<file path="config.mk">
export PLATFORM = sky130hd
export DESIGN_NAME = icache_refill_ctrl
export DESIGN_NICKNAME = d
export VERILOG_FILES = /design/src/rtl/icache_refill_ctrl.sv
export SDC_FILE = /design/constraint.sdc
export NUM_CORES = 1
export LEC_CHECK = 0
export CAP_MARGIN = 20
export CELL_PAD_IN_SITES_DETAIL_PLACEMENT = 2
export CELL_PAD_IN_SITES_GLOBAL_PLACEMENT = 2
export CORE_MARGIN = 2
export CORE_UTILIZATION = 23
export CTS_CLUSTER_DIAMETER = 150
export DETAILED_ROUTE_END_ITERATION = 8
export PLACE_DENSITY_LB_ADDON = 0.2
export SLEW_MARGIN = 20
export SYNTH_ARGS = -nofsm -noshare
export SYNTH_HDL_FRONTEND = slang
export SYNTH_SLANG_ARGS = --single-unit
export TNS_END_PERCENT = 1
</file>
<file path="constraint.sdc">
create_clock -name clk -period 4.8 [get_ports clk]
set_clock_uncertainty 0.1 [all_clocks]
set_input_delay 0.96 -clock clk [delete_from_list [all_inputs] [get_ports clk]]
set_output_delay 0.96 -clock clk [all_outputs]
set_load 0.03 [all_outputs]
</file>
<file path="src/rtl/icache_refill_ctrl.sv">
// Instruction-cache miss/refill sequencer: fetches both words of an 8-byte line from the word RAM
// and writes the assembled line in one cycle. Optional critical-word-first via `REFILL_CWF_EN.
module icache_refill_ctrl #(
   parameter int unsigned ADDR_W  = 32,
   parameter int unsigned INDEX_W = 4,
   parameter int unsigned TAG_W   = ADDR_W - INDEX_W - 3,
   parameter int unsigned RD_WAIT = 5
) (
   input  logic               clk,
   input  logic               rst,
   input  logic               miss_req,
   input  logic [ADDR_W-1:0]  miss_addr,
   output logic               busy,
   output logic               mem_rden,
   output logic [ADDR_W-1:0]  mem_addr,
   output logic               mem_w_sel,
   input  logic [31:0]        mem_data,
   output logic               line_we,
   output logic [INDEX_W-1:0] line_index,
   output logic [TAG_W-1:0]   line_tag,
   output logic [63:0]        line_data,
`ifdef REFILL_CWF_EN
   output logic               crit_valid,
   output logic [31:0]        crit_data,
`endif
   output logic               refill_done
);

   localparam int unsigned CNT_W = (RD_WAIT > 1) ? $clog2(RD_WAIT) : 1;
   localparam logic [CNT_W-1:0] CNT_LOAD = CNT_W'(RD_WAIT - 1);

   localparam logic [2:0] S_IDLE  = 3'd0;
   localparam logic [2:0] S_RD0   = 3'd1;
   localparam logic [2:0] S_GAP   = 3'd2;
   localparam logic [2:0] S_RD1   = 3'd3;
   localparam logic [2:0] S_WRITE = 3'd4;

   logic [2:0]        state;
   logic [CNT_W-1:0]  cnt;
   logic [ADDR_W-4:0] line_addr_q;
   logic [31:0]       word0;
   logic [31:0]       word1;
   logic              first_q;
   logic              first_sel;
   logic              unused_addr_bits;

`ifdef REFILL_CWF_EN
   assign first_sel = miss_addr[2];
`else
   assign first_sel = 1'b0;
`endif
   assign unused_addr_bits = ^miss_addr[2:0];

   assign mem_addr   = {line_addr_q, 3'b000};
   assign line_index = line_addr_q[INDEX_W-1:0];
   assign line_tag   = line_addr_q[ADDR_W-4:INDEX_W];
   assign line_data  = {word1, word0};

   always_ff @(posedge clk) begin
      if (rst) begin
         state       <= S_IDLE;
         cnt         <= '0;
         line_addr_q <= '0;
         word0       <= '0;
         word1       <= '0;
         first_q     <= 1'b0;
         busy        <= 1'b0;
         mem_rden    <= 1'b0;
         mem_w_sel   <= 1'b0;
         line_we     <= 1'b0;
         refill_done <= 1'b0;
`ifdef REFILL_CWF_EN
         crit_valid  <= 1'b0;
         crit_data   <= '0;
`endif
      end else begin
         line_we     <= 1'b0;
         refill_done <= 1'b0;
`ifdef REFILL_CWF_EN
         crit_valid  <= 1'b0;
`endif
         case (state)
            S_IDLE: begin
               if (miss_req) begin
                  line_addr_q <= miss_addr[ADDR_W-1:3];
                  first_q     <= first_sel;
                  busy        <= 1'b1;
                  mem_rden    <= 1'b1;
                  mem_w_sel   <= first_sel;
                  cnt         <= CNT_LOAD;
                  state       <= S_RD0;
               end
            end
            S_RD0: begin
               if (cnt == '0) begin
                  if (first_q) word1 <= mem_data;
                  else         word0 <= mem_data;
`ifdef REFILL_CWF_EN
                  crit_valid <= 1'b1;
                  crit_data  <= mem_data;
`endif
                  // rden and w_sel flip on the same edge so the select never moves mid-read
                  mem_rden  <= 1'b0;
                  mem_w_sel <= ~first_q;
                  state     <= S_GAP;
               end else begin
                  cnt <= cnt - CNT_W'(1);
               end
            end
            S_GAP: begin
               mem_rden <= 1'b1;
               cnt      <= CNT_LOAD;
               state    <= S_RD1;
            end
            S_RD1: begin
               if (cnt == '0) begin
                  if (first_q) word0 <= mem_data;
                  else         word1 <= mem_data;
                  mem_rden    <= 1'b0;
                  line_we     <= 1'b1;
                  refill_done <= 1'b1;
                  state       <= S_WRITE;
               end else begin
                  cnt <= cnt - CNT_W'(1);
               end
            end
            S_WRITE: begin
               busy  <= 1'b0;
               state <= S_IDLE;
            end
            default: state <= S_IDLE;
         endcase
      end
   end

endmodule
</file>
==> metrics.md, run 1 <==
| Metric | Value |
|---|---|
| Outcome | `finished, final reports clean` |
| Starting density of the core | `between 20% and 30%` |
| Post-CTS resize count | `0` |
| Crit path launch type | `flop` |
| Normalized max-slew margin | `45.52%` |
| Most frequent cells in the layout | `clkdlybuf4s50_1, nand2_1, dfxtp_1` |
| Crit-path max FO | `2` |
| Final period utilization | `around 52%` |
| Row cnt | `48` |
| CP Capture Type | `primary output` |
| Distinct cells, synth | `29` |
| Hold Buf Count CTS | `0` |
| Routed WL | `between 10000 and 15000 µm` |
| Largest net degree at the start of global routing | `105` |
| Clock period minus worst slack | `approximately 2500 ps` |
| Gr ovfl total | `0` |
| Vias per Instance | `4.398` |
| Area delta synth->final | `52.52%` |
| TritonCTS Buffers | `9` |
| Crit-path cells | `clkdlybuf4s50_1` |
| Via count | `3804` |
| Max-cap violations | `0` |
| DP HPWL | `9146 µm` |
| Layout Utilization | `around 35%` |
| P_leak | `0.002082 µW` |
| Register area share after synthesis | `51.86%` |
| First-pass GRT wire length | `between 20000 and 25000 µm` |
| Core ar. | `roughly 17000 µm²` |
| RSZ-0062 raised after global routing | `false` |
| WS Path Type | `flop to primary output` |
| CTS tree | `yes` |
| Commonest non-fill, non-tap cell in the layout | `clkdlybuf4s50_1` |
| Diode count | `0` |
| Setup TNS | `0 ps` |
| Hold Fails Final Rpt | `0` |
| Clock transition at the registers of the reported paths | `70 ps` |
| Clk Latency, worst-skew pair | `between 300 and 400 ps` |
| Longest Clk Path Bufs | `2` |
| Initial antenna violation count | `0` |
| WHS | `358.0 ps` |
| Antenna-violating nets left | `0` |
| Syn Inst Count | `between 400 and 500` |
| Die H | `135.5 µm` |
| CP bufs+invs | `1` |
| Top FF cell, synth | `dfxtp_1` |
| DRC | `0` |
| Max stage delay on crit path | `about 720 ps` |
| Crit path DAT | `1420 ps` |
| Peak VDD IR | `~0.00016 V` |
| Vias in the first global route | `a little over 4000` |
| Critical-path top delay cell | `clkdlybuf4s50_1` |
| RD Place Congestion | `0.6823` |
| Crit path max-delay family | `buffers and inverters` |
| Max-slew violation count | `0` |
| Worst-margin pin slew | `a little over 800 ps` |
| Fmax | `roughly 0.40 GHz` |
| Total GRT Usage | `14.69%` |
| PD cells | `between 400 and 500 nW/µm²` |
| Fillers | `about 1900` |
| Hold crit path type | `flop to flop` |
| H-tree depth | `3` |
| Die span in x | `between 100 and 150 µm` |
| PortBufs | `190` |
| FF+latch count, synth | `between 100 and 150` |
| Worst path required time | `about 3700 ps` |
| EDFF count, synth | `0` |
| Cell area after synthesis | `approximately 4000 µm²` |
| Post-CTS setup buffer count | `0` |
| Syn. warnings | `0` |
| WL per Instance | `between 15 and 20 µm` |
| IO Pins | `197` |
| Nets | `704` |
| Async SR Flop Fraction | `0%` |
| Clk sinks | `approximately 100` |
| Drt pass-1 iters | `3` |
| Synthesized area per cell | `between 8 and 9 µm²` |
| Final setup violation count | `0` |
| Starting DRT DRC Count | `approximately 120` |
| Clock Root Buffer | `clkbuf_16` |
| Layout cells sized above 1 | `4.063%` |
| DIE AREA | `18360 µm²` |
report_power, final:
part	switching, µW	internal [µW]
logic	505	328
registers	71.5	948
clock network	338	420
total	914	1700
synth_stat cells (all sizes together) (2+ instances only):
| master | instances | area, µm² |
|---|---|---|
| a21oi | 96 | 480.5 |
| buf | 54 | 404.1 |
| clkbuf | 14 | 52.55 |
| nand2 | 187 | 701.9 |
| dfxtp | 103 | 2062 |
| o21ai | 4 | 20.02 |
| nand2b | 3 | 26.27 |
| a211oi | 2 | 15.01 |
| ha | 2 | 25.02 |
| nor2 | 9 | 33.78 |
| nor3 | 7 | 46.30 |
| inv | 2 | 7.510 |
cells by family after synthesis:
| logic type | Yosys count | share of synthesized area [%] |
|---|---|---|
| compound gates | 105 | 13.53 |
| xor+xnor | 1 | 0.2203 |
| fa+ha+maj | 2 | 0.6292 |
| buf+inv | 70 | 11.67 |
| flops | 103 | 51.86 |
| other cells | 1 | 0.09431 |
| simple gates | 213 | 21.99 |
layout make-up:
cell class	instances	area [µm²]	share of cell area, %
well taps	225	281.5	4.642
clock inverters	5	56.30	0.9284
inverters	2	7.507	0.1238
repair buffers	195	1948	32.12
multi-input cells	324	1466	24.18
flip-flops and latches	103	2062	34.00
clock buffers	11	242.7	4.002
path summary, 6_finish.rpt:
kind / start / to / slack [ps] / cells past startpoint
setup / recovery: word0[14]$_SDFFE_PP0P_ / line_data[14] / 2320 / 1
hold / removal: word0[19]$_SDFFE_PP0P_ / word0[19]$_SDFFE_PP0P_ / 360 / 2
setup reg to reg: cnt[0]$_SDFFE_PP0P_ / word1[10]$_SDFFE_PP0P_ / 2610 / 6
hold reg to reg: word0[19]$_SDFFE_PP0P_ / word0[19]$_SDFFE_PP0P_ / 360 / 2
layer usage:
layer / vias up / wire length [µm] / track usage, %
met5: - / 0 / 0
met4: 0 / 175 / 4.688
met3: 12 / 1182 / 5.836
met2: 123 / 6642 / 26.76
met1: 1840 / 5279 / 15.48
li1: 1829 / - / -
state kept, by name, indices dropped and copies added, names as in the netlist:
register / cells
word0: 32
cnt: 3
busy: 1
refill_done: 1
word1: 32
line_addr_q: 29
state: 3
mem_rden: 1
mem_w_sel: 1
stage by stage:
step           instance area [µm²]  instances  power, µW  worst slack (ps)
6_report                      6065        865       2610              2324
3_5_place_dp                  5762        849       1892              2020
4_1_cts                       6061        865       2667              2299
3_3_place_gp                  5747        848       1857              1729
2_1_floorplan                 3984        497       1571              2865
5_1_grt                       6065        865       2761              2263
Note: power is estimated with default switching activity, not from simulation.
==> inputs of run 2 (changes only) <==
- CORE_UTILIZATION: 23 -> 19
- clock period: 4.8 -> 2.1 ns (I/O delays scaled with it)
==> run 2 against run 1 <==
Register-to-register slack lost 2300 ps; hold slack lost 2.5 ps; flip-flop and latch count is the same; highest routed layer unchanged; worst setup slack lost 2200 ps; via count grew 1.8%; sequential power grew 130%; global-route usage shrank 1.5 points; first-iteration DRC count shrank 28%.
==> metrics.md, run 2 (synthesized netlist as in run 1, its figures left out) <==
| Metric | Value |
|---|---|
| Reg2Reg Setup Slack | `~300 ps` |
| Hold Buf Count CTS | `0` |
| Hold Startpoint | `word0[28]$_SDFFE_PP0P_` |
| Hold EP | `word0[28]$_SDFFE_PP0P_` |
| Clock Root Buffer | `clkbuf_16` |
| Fmax | `~0.51 GHz` |
| Routed WL | `14470 µm` |
| Layout cells sized above 1 | `between 5 and 6%` |
| Drt pass-1 iters | `4` |
| Register Area | `about 2100 µm²` |
| Post-CTS resize count | `0` |
| Peak VDD IR | `around 0.00045 V` |
| Crit path launch type | `flop` |
| Fillers | `2265` |
| Crit-path cells | `clkdlybuf4s50_1` |
| RSZ-0062 raised after global routing | `false` |
| Row cnt | `between 50 and 60` |
| Nets | `between 700 and 800` |
| Final setup violation count | `0` |
| PD cells | `969.8 nW/µm²` |
| Worst r2r src | `cnt[0]$_SDFFE_PP0P_` |
| PortBufs | `between 150 and 200` |
| Longest Clk Path Bufs | `2` |
| Area delta synth->final | `56.61%` |
| H-tree depth | `3` |
| DP HPWL | `slightly above 10000 µm` |
| DIE AREA | `approximately 22000 µm²` |
| Die span in x | `between 100 and 150 µm` |
| Max stage delay on crit path | `700 ps` |
| Most frequent cells in the layout | `clkdlybuf4s50_1, nand2_1, dfxtp_1` |
| Starting DRT DRC Count | `84` |
| Crit path max-delay family | `buffers and inverters` |
| DRC | `0` |
| Multi-input gate area | `between 1000 and 1500 µm²` |
| Max-slew violation count | `0` |
| CTS tree | `yes` |
| WS Path Type | `flop to primary output` |
| Largest net degree at the start of global routing | `56` |
| Top Registers | `word0 (32), word1 (32), line_addr_q (29)` |
| Hold crit path type | `flop to flop` |
| Clk sinks | `slightly above 100` |
| Hold path cells | `2` |
| Final period utilization | `a little over 90%` |
| Diode count | `0` |
| Antenna-violating nets left | `0` |
| Post-CTS setup buffer count | `0` |
| Die H | `148.7 µm` |
| P_leak | `~0.0021 µW` |
| CP bufs+invs | `1` |
| Via count | `between 3000 and 4000` |
| Clock transition at the registers of the reported paths | `approximately 70 ps` |
| Max-cap violations | `0` |
| Clock period minus worst slack | `1948 ps` |
| RD Place Congestion | `~0.7` |
| Setup TNS | `0 ps` |
| Power, Total | `around 6000 µW` |
| Worst R2R Path Depth | `7` |
| Gr ovfl total | `0` |
| Vias in the first global route | `~4200` |
| Reg2reg end | `word0[1]$_SDFFE_PP0P_` |
| IO Pins | `~200` |
| WL per Instance | `approximately 16 µm` |
| Crit path DAT | `1430 ps` |
| Critical-path top delay cell | `clkdlybuf4s50_1` |
| Initial antenna violation count | `0` |
| Hold Fails Final Rpt | `0` |
| Core ar. | `~20000 µm²` |
| Starting density of the core | `roughly a fifth` |
| First-pass GRT wire length | `22700 µm` |
| Crit-path max FO | `3` |
| Vias per Instance | `around 4.2` |
| CP Capture Type | `primary output` |
| TritonCTS Buffers | `9` |
| Worst path required time | `roughly 1600 ps` |
| Total GRT Usage | `between 10% and 20%` |
| Clk Latency, worst-skew pair | `roughly 350 ps` |
| Commonest non-fill, non-tap cell in the layout | `clkdlybuf4s50_1` |
| Outcome | `finished, final reports clean` |
run 2: final cells by class:
class / count / area share, %
multi-input combinational: 324 / 23.55
inverter: 2 / 0.1206
timing repair buffer: 204 / 32.99
sequential: 103 / 33.11
clock inverter: 5 / 0.7434
clock buffer: 11 / 4.059
tap: 270 / 5.425
run 2: per-layer routing:
metal	vias up	wire length [µm]	share of wire, %	track usage (%)
met4	0	151	1.0	3.571
met1	1893	5657	39	14.12
met5	-	0	0	0
met3	9	1421	9.8	5.552
met2	125	7242	50	23.84
li1	1846	-	-	-
run 2: worst max-delay path by stage:
stage                                       startpoint                      endpoint  slack (ps)  cells after the start
after floorplan                    cnt[0]$_SDFFE_PP0P_        word0[19]$_SDFFE_PP0P_         520                      8
after global placement                        miss_req  line_addr_q[19]$_SDFFE_PP0P_         240                      5
after detailed placement                      miss_req           cnt[1]$_SDFFE_PP0P_         180                      5
after CTS                       word1[28]$_SDFFE_PP0P_                 line_data[60]         120                      1
after global routing            word0[30]$_SDFFE_PP0P_                 line_data[30]         100                      1
final                     line_addr_q[17]$_SDFFE_PP0P_                  mem_addr[20]         150                      1
run 2: power by group:
group          leakage, µW  internal, µW  total, µW  switching, µW
Clock             0.000149           893       1720            823
Combinational      0.00115           806       2010           1210
Sequential        0.000838          2170       2310            143
run 2: tightest hold or removal path: cells and delay by family, from the launching register on:
kind	cells	cell delay [ps]
DFF	1	310
AOI/OAI and AO/OA	1	50
and+or+nand+nor	1	50
run 2: metrics by stage:
| stage | setup WS (ps) | instance area, µm² | utilization, % | hold WS, ps | std cells |
|---|---|---|---|---|---|
| after floorplan | 519.3 | 3984 | - | 357.0 | 497 |
| after global placement | 238.7 | 5928 | 29.11 | 342.5 | 903 |
| after detailed placement | 181.0 | 5928 | 29.11 | 352.7 | 903 |
| after CTS | 124.8 | 6227 | 30.58 | 364.8 | 919 |
| after global routing | 99.01 | 6227 | 30.58 | 374.8 | 919 |
| final | 151.7 | 6227 | 30.58 | 355.6 | 919 |
==> inputs of run 3 (changes only) <==
- CAP_MARGIN: 20 -> not set
==> results of run 3 <==
Final layout, timing and power as in run 2 (identical DEF).
